**config.mk**
```make
export PLATFORM = sky130hd
export DESIGN_NAME = mul_sequencer_flat
export DESIGN_NICKNAME = d
export VERILOG_FILES = /design/src/rtl/mul_sequencer_pkg.sv /design/src/rtl/mul_sequencer_if.sv /design/src/rtl/mul_sequencer_datapath.sv /design/src/rtl/mul_sequencer.sv /design/src/flat_wrapper.sv
export SDC_FILE = /design/constraint.sdc
export NUM_CORES = 1
export LEC_CHECK = 0
export CAP_MARGIN = 20
export CELL_PAD_IN_SITES_DETAIL_PLACEMENT = 1
export CELL_PAD_IN_SITES_GLOBAL_PLACEMENT = 1
export CORE_MARGIN = 2
export CORE_UTILIZATION = 30
export CTS_BUF_LIST = sky130_fd_sc_hd__clkbuf_8
export DETAILED_ROUTE_END_ITERATION = 6
export PLACE_DENSITY = 0.61
export SKIP_LAST_GASP = 1
export SLEW_MARGIN = 15
export SYNTH_ARGS = -nofsm -noshare
export SYNTH_HDL_FRONTEND = slang
export SYNTH_HIERARCHICAL = 1
export SYNTH_SLANG_ARGS = --single-unit
```
**constraint.sdc**
```tcl
create_clock -name clk -period 4.8 [get_ports clk]
set_input_delay 1.2 -clock clk [delete_from_list [all_inputs] [get_ports clk]]
set_output_delay 1.2 -clock clk [all_outputs]
set_load 0.05 [all_outputs]
```
**src/rtl/mul_sequencer_pkg.sv**
```systemverilog
// Shared ALU operation codes and multiply sequencer state encoding.
package alu_pkg;

  localparam logic [3:0] ALU_AND     = 4'b0000;
  localparam logic [3:0] ALU_OR      = 4'b0001;
  localparam logic [3:0] ALU_NOR     = 4'b0010;
  localparam logic [3:0] ALU_ADD     = 4'b0011;
  localparam logic [3:0] ALU_BRANCH  = 4'b0100;
  localparam logic [3:0] ALU_INC     = 4'b0101;
  localparam logic [3:0] ALU_MUL     = 4'b0110;
  localparam logic [3:0] ALU_MOV     = 4'b0111;
  localparam logic [3:0] ALU_DEFAULT = 4'b1001;

  typedef enum logic [1:0] {
    IDLE = 2'b00,
    RUN  = 2'b01,
    DONE = 2'b10
  } mul_state_e;

endpackage

```
**src/rtl/mul_sequencer_if.sv**
```systemverilog
// Execute-stage signals shared between the pipeline and the multiply sequencer.
interface mul_sequencer_if #(
  parameter int unsigned WIDTH = 32
);
  logic [3:0]       ALUOperation;
  logic             op_valid;
  logic             flush;
  logic [WIDTH-1:0] A;
  logic [WIDTH-1:0] B;
  logic             stall;
  logic             busy;
  logic [WIDTH-1:0] result;
  logic             result_valid;

  modport master (
    output ALUOperation, op_valid, flush, A, B,
    input  stall, busy, result, result_valid
  );

  modport slave (
    input  ALUOperation, op_valid, flush, A, B,
    output stall, busy, result, result_valid
  );
endinterface

```
**src/rtl/mul_sequencer_datapath.sv**
```systemverilog
// Shift-add multiply datapath: multiplicand, multiplier and accumulator registers.
module mul_shift_add_datapath #(
  parameter int unsigned WIDTH = 32
) (
  input  logic             clk,
  input  logic             reset,
  input  logic             load_i,
  input  logic             step_i,
  input  logic [WIDTH-1:0] mcand_i,
  input  logic [WIDTH-1:0] mplier_i,
  output logic [WIDTH-1:0] acc_next_o
);
  logic [WIDTH-1:0] mcand_q, mcand_d;
  logic [WIDTH-1:0] mplier_q, mplier_d;
  logic [WIDTH-1:0] acc_q, acc_d;
  logic [WIDTH-1:0] addend;

  // Accumulator value after the current step; also used to capture the final product.
  always_comb begin
    addend     = mplier_q[0] ? mcand_q : '0;
    acc_next_o = acc_q + addend;
  end

  // Next-state selection: load clears the accumulator, step shifts and accumulates.
  always_comb begin
    mcand_d  = mcand_q;
    mplier_d = mplier_q;
    acc_d    = acc_q;
    if (load_i) begin
      mcand_d  = mcand_i;
      mplier_d = mplier_i;
      acc_d    = '0;
    end else if (step_i) begin
      mcand_d  = mcand_q << 1;
      mplier_d = mplier_q >> 1;
      acc_d    = acc_next_o;
    end
  end

  // Datapath registers.
  always_ff @(posedge clk or posedge reset) begin
    if (reset) begin
      mcand_q  <= '0;
      mplier_q <= '0;
      acc_q    <= '0;
    end else begin
      mcand_q  <= mcand_d;
      mplier_q <= mplier_d;
      acc_q    <= acc_d;
    end
  end
endmodule

```
**src/rtl/mul_sequencer.sv**
```systemverilog
// Multi-cycle multiply controller: stalls the pipeline while the shift-add datapath runs.
import alu_pkg::*;

module mul_sequencer #(
  parameter int unsigned WIDTH  = 32,
  parameter logic [3:0]  MUL_OP = ALU_MUL
) (
  input  logic            clk,
  input  logic            reset,
  mul_sequencer_if.slave  bus
);
  localparam int unsigned     CNT_W = $clog2(WIDTH) + 1;
  localparam logic [CNT_W-1:0] LAST = CNT_W'(WIDTH - 1);

  mul_state_e       state_q, state_d;
  logic [CNT_W-1:0] count_q, count_d;
  logic [WIDTH-1:0] result_q, result_d;
  logic [WIDTH-1:0] acc_next;
  logic             accept;
  logic             load;
  logic             step;

  assign accept = (state_q == IDLE) && bus.op_valid &&
                  (bus.ALUOperation == MUL_OP) && !bus.flush;

  mul_shift_add_datapath #(.WIDTH(WIDTH)) u_datapath (
    .clk        (clk),
    .reset      (reset),
    .load_i     (load),
    .step_i     (step),
    .mcand_i    (bus.A),
    .mplier_i   (bus.B),
    .acc_next_o (acc_next)
  );

  // State, iteration counter and result registers.
  always_ff @(posedge clk or posedge reset) begin
    if (reset) begin
      state_q  <= IDLE;
      count_q  <= '0;
      result_q <= '0;
    end else begin
      state_q  <= state_d;
      count_q  <= count_d;
      result_q <= result_d;
    end
  end

  // Next state; the product is captured on the edge entering DONE so it is valid during DONE.
  always_comb begin
    state_d  = state_q;
    count_d  = count_q;
    result_d = result_q;
    unique case (state_q)
      IDLE: begin
        if (accept) begin
          state_d = RUN;
          count_d = '0;
        end
      end
      RUN: begin
        if (bus.flush) begin
          state_d = IDLE;
        end else begin
          count_d = count_q + CNT_W'(1);
          if (count_q == LAST) begin
            state_d  = DONE;
            result_d = acc_next;
          end
        end
      end
      DONE:    state_d = IDLE;
      default: state_d = IDLE;
    endcase
  end

  // Outputs and datapath enables.
  always_comb begin
    load             = accept;
    step             = (state_q == RUN) && !bus.flush;
    bus.stall        = !reset && (accept || step);
    bus.busy         = (state_q != IDLE);
    bus.result_valid = (state_q == DONE) && !bus.flush;
    bus.result       = result_q;
  end
endmodule

```
**src/flat_wrapper.sv**
```systemverilog
// flat-port wrapper written by rule: the top's interface ports become plain ports
module mul_sequencer_flat 
#(
  parameter int unsigned WIDTH  = 32,
  parameter logic [3:0]  MUL_OP = ALU_MUL
)
  (clk, reset, bus_ALUOperation, bus_op_valid, bus_flush, bus_A, bus_B, bus_stall, bus_busy, bus_result, bus_result_valid);
  mul_sequencer_if #(.WIDTH(WIDTH)) bus_i ();
  input  logic clk;
  input  logic reset;
  input wire logic [$bits(bus_i.ALUOperation)-1:0] bus_ALUOperation;
  input wire logic [$bits(bus_i.op_valid)-1:0] bus_op_valid;
  input wire logic [$bits(bus_i.flush)-1:0] bus_flush;
  input wire logic [$bits(bus_i.A)-1:0] bus_A;
  input wire logic [$bits(bus_i.B)-1:0] bus_B;
  output wire logic [$bits(bus_i.stall)-1:0] bus_stall;
  output wire logic [$bits(bus_i.busy)-1:0] bus_busy;
  output wire logic [$bits(bus_i.result)-1:0] bus_result;
  output wire logic [$bits(bus_i.result_valid)-1:0] bus_result_valid;
  assign bus_i.ALUOperation = bus_ALUOperation;
  assign bus_i.op_valid = bus_op_valid;
  assign bus_i.flush = bus_flush;
  assign bus_i.A = bus_A;
  assign bus_i.B = bus_B;
  assign bus_stall = bus_i.stall;
  assign bus_busy = bus_i.busy;
  assign bus_result = bus_i.result;
  assign bus_result_valid = bus_i.result_valid;
  mul_sequencer #(.WIDTH(WIDTH), .MUL_OP(MUL_OP)) u_core (.clk(clk), .reset(reset), .bus(bus_i));
endmodule
```
==> metrics.yaml <==
synth:
  yosys.area.top_type_share_pct: 44.4
  total_standard_cell_area_after_synthesis_um2: 7670
  ys_types: 64
  ys_ff_latch: 136
  synth_cells: 771
  number_of_synthesized_flops_with_an_enable_pin: 0
  ys.warnings.count: 6
  synth_area_per_cell_um2: 9.95
  sequential_fraction_of_the_synthesis_area_pct: 44.4
  synth.net_count: 876
  ys_async_sr_fraction_pct: 100
  synth-main-ff-cell: "sky130_fd_sc_hd__dfrtp_1"
  ys_top_cells_by_area: "sky130_fd_sc_hd__dfrtp_1 (44%), sky130_fd_sc_hd__mux2i_1 (11%), sky130_fd_sc_hd__ha_1 (5.2%)"
  synth_area_leader_cell: "sky130_fd_sc_hd__dfrtp_1"
route:
  dr.pass1.iters: 4
  drt_first_iter_violations: 228
  drt_drc_violations_left: 0
  vias_per_cell: 4.86
  wirelength_mm: 19.3
  met3_wire_length_um: 926
  highest_layer: "met4"
  route.vias.total: 5865
  ant_nets: 0
  routedLengthMet1_mm: 9.65
  met2WireLength_mm: 8.57
  detail_route.wl_per_cell_um: 16.0
clock_network:
  clkSinkCount: 136
  cts_buffers: 17
  cts_max_path_buffers: 2
  h-tree-depth: 4
  clkTransAtPathRegs_ns: 0.08
  clk-insertion-delay-late_ns: 0.44
  cts_setup_buffers: 0
  post_cts_resized: 0
  root_cell_of_the_clock_tree: "sky130_fd_sc_hd__clkbuf_8"
  cts_hold_buffers: 0
  tritoncts_clock_tree: "yes"
layout:
  layout_cells_sized_above_1_pct: 9.82
  num-fill-cells: 2871
  utilization_pct: 37.9
  leading_cell_type_in_the_layout_fill_and_taps_excluded: "sky130_fd_sc_hd__dfrtp_1"
  flow.area_growth_from_synthesis_pct: 24.1
  nets: 968
  most-common-layout-cells: "sky130_fd_sc_hd__dfrtp_1 (136), sky130_fd_sc_hd__clkdlybuf4s50_1 (105), sky130_fd_sc_hd__nand2_1 (99)"
  multi_input_comb_area_um2: 4050
  sequential_cell_area_um2: 3400
  diodes: 0
floorplan:
  fp.dieArea_um2: 26900
  row_count: 58
  floorplan.initialDensity_pct: 30.6
  num_io_pins: 107
  floorplan.core_area_um2: 25100
  floorplan.die.height_um: 164
  die_w_um: 164
placement:
  place_hpwl_mm: 14.1
  portBuffers: 106
  gp_congestion: 0.834
pwr:
  internal_power_mw: 2.19
  clkPwrFrac_pct: 33.9
  static-leakage-power_nw: 4.08
  power_switching_mw: 0.890
  share_seq_of_total_power_pct: 46.6
  power_density_nw_per_um2: 324
  power.ir.vdd_worst_mv: 0.132
  switching_share_pct: 28.9
  pwr-share-comb_pct: 19.5
timing:
  final.hold.worst_slack_ns: 0.498
  tightest_slew_ns: 0.794
  final_hold_viol_count: 0
  final.period_utilization_pct: 84.5
  setup_repair_after_global_routing_missed_its_margin: "no"
  finClkSkew_ns: 0.0133
  finalWorstPathRequiredPeriod_ns: 4.05
  fin_setup_tns_ns: 0
  timing_max_transition_violations_final: 0
  slew-limit-headroom_pct: 47.0
  report.final.setup_viol: 0
  max_freq_mhz: 247
setup_path:
  cp.arrival_ns: 2.85
  timing.critical_path.from_type: "primary input"
  timing_worst_setup_path_type: "primary input to output port"
  cpPeakStageDelay_ns: 0.83
  data_required_time_at_the_worst_endpoint_ns: 3.60
  crit_path_cell_trace: "clkdlybuf4s50_1 -> nor3b_1 -> clkdlybuf4s50_1"
  cp_common_cell: "sky130_fd_sc_hd__clkdlybuf4s50_1"
  path_max_fanout: 8
  cell_with_the_largest_stage_delay_on_the_worst_path: "sky130_fd_sc_hd__clkdlybuf4s50_1"
  worst_setup_path_end_kind: "output port"
  crit_start: "bus_flush"
  regToRegStartpoint: "u_core/u_datapath/mplier_q[0]"
run:
  drv.max_cap_violation_count: 0
worst_hold_path:
  hold_path_startpoint: "u_core/bus.result[0]"
  worstHoldPathType: "register to register"
grt:
  gr-usage-all-layers_pct: 15.2
  remaining_overflow_grt: 0
  pin_count_of_the_biggest_net_entering_global_routing: 125
  first_pass_grt_wire_length_mm: 32.2
  first_global_vias: 6199
  antenna_found_initial: 0
outcome:
  outcome: "finished clean"
-- power by group through the flow --
| stage | Combinational, mW | Clock, mW | Sequential, mW |
|---|---|---|---|
| 5_1_grt | 0.691 | 1.13 | 1.46 |
| 4_1_cts | 0.608 | 1.09 | 1.44 |
| 6_report | 0.600 | 1.05 | 1.43 |
| 2_1_floorplan | 0.413 | 0 | 1.42 |
| 3_5_place_dp | 0.606 | 0 | 1.46 |
| 3_3_place_gp | 0.595 | 0 | 1.46 |
-- area by class of cell --
class / count / share of cell area, %
timing repair buffer: 115 / 12.4
tap: 330 / 4.34
inverter: 10 / 0.421
clock inverter: 12 / 1.66
sequential: 136 / 35.8
clock buffer: 20 / 2.89
multi-input combinational: 583 / 42.5
-- metrics by stage --
step / std cells / area (um^2) / total power [mW] / setup slack, ns
floorplan: 771 / 7670 / 1.84 / 0.919
global placement: 1173 / 9060 / 2.05 / 0.765
detailed placement: 1173 / 9060 / 2.06 / 0.745
CTS: 1205 / 9490 / 3.13 / 0.744
global route: 1206 / 9520 / 3.29 / 0.683
finish: 1206 / 9520 / 3.08 / 0.746
-- per-layer routing --
layer	global-route usage, %	vias up
li1	-	2921
met1	20.7	2839
met2	24.0	93
met3	4.09	12
met4	3.83	0
met5	0	-
-- Yosys cell counts (2+ instances only) --
master / number
sky130_fd_sc_hd__xor2_1: 12
sky130_fd_sc_hd__nor2_1: 47
sky130_fd_sc_hd__o21ai_0: 75
sky130_fd_sc_hd__nand2b_1: 5
sky130_fd_sc_hd__a211o_1: 2
sky130_fd_sc_hd__a21o_1: 12
sky130_fd_sc_hd__clkbuf_1: 28
sky130_fd_sc_hd__buf_1: 7
sky130_fd_sc_hd__o21ai_1: 5
sky130_fd_sc_hd__o31ai_1: 3
sky130_fd_sc_hd__mux2_2: 32
sky130_fd_sc_hd__a211oi_1: 5
sky130_fd_sc_hd__dfrtp_1: 136
sky130_fd_sc_hd__nor3_1: 6
sky130_fd_sc_hd__inv_1: 9
sky130_fd_sc_hd__nand3_1: 5
sky130_fd_sc_hd__nor2b_1: 3
sky130_fd_sc_hd__o21bai_1: 5
sky130_fd_sc_hd__ha_1: 32
sky130_fd_sc_hd__mux2i_1: 81
sky130_fd_sc_hd__a31oi_1: 9
sky130_fd_sc_hd__nand4_1: 7
sky130_fd_sc_hd__and2_1: 35
sky130_fd_sc_hd__nand4b_1: 2
sky130_fd_sc_hd__nor3b_1: 4
sky130_fd_sc_hd__a22o_1: 5
sky130_fd_sc_hd__a21oi_1: 38
sky130_fd_sc_hd__or3_1: 2
sky130_fd_sc_hd__xnor2_1: 14
sky130_fd_sc_hd__buf_6: 4
sky130_fd_sc_hd__or4_1: 4
sky130_fd_sc_hd__buf_2: 3
sky130_fd_sc_hd__nand2_1: 99
sky130_fd_sc_hd__o21a_1: 3
sky130_fd_sc_hd__or2_2: 2
sky130_fd_sc_hd__and3_1: 2
-- critical path, delay by kind of cell --
family	cells	cell delay, ns
and+or+nand+nor	1	0.24
buffers and inverters	2	1.41
-- final timing paths --
check	cells past startpoint	slack, ns	to
max	3	0.75	bus_result_valid
min	1	0.50	u_core/bus.result[0]
max reg2reg	12	1.35	u_core/bus.result[30]
min reg2reg	1	0.50	u_core/bus.result[0]
max in group asynchronous	3	2.67	u_core/u_datapath/mcand_q[15]
min in group asynchronous	2	1.19	u_core/bus.result[16]
-- registers in the layout (all words and copies together) (netlist names) --
name	flops
u_core/bus.result	32
u_core/u_datapath/acc_q	32
u_core/u_datapath/mcand_q	32
u_core/u_datapath/mplier_q	32
u_core/count_q	6
u_core/state_q	2
-- cells by family after synthesis --
kind of cell | count (synthesis) | share of synthesized area (%)
muxes | 114 | 15.4
adders and majority gates | 33 | 5.48
buffers and inverters | 52 | 2.98
AOI/OAI and AO/OA | 180 | 14.5
DFF | 136 | 44.4
and+or+nand+nor | 230 | 14.3
xor gates and xnor gates | 26 | 2.97
Power figures use the tool's default switching activity.
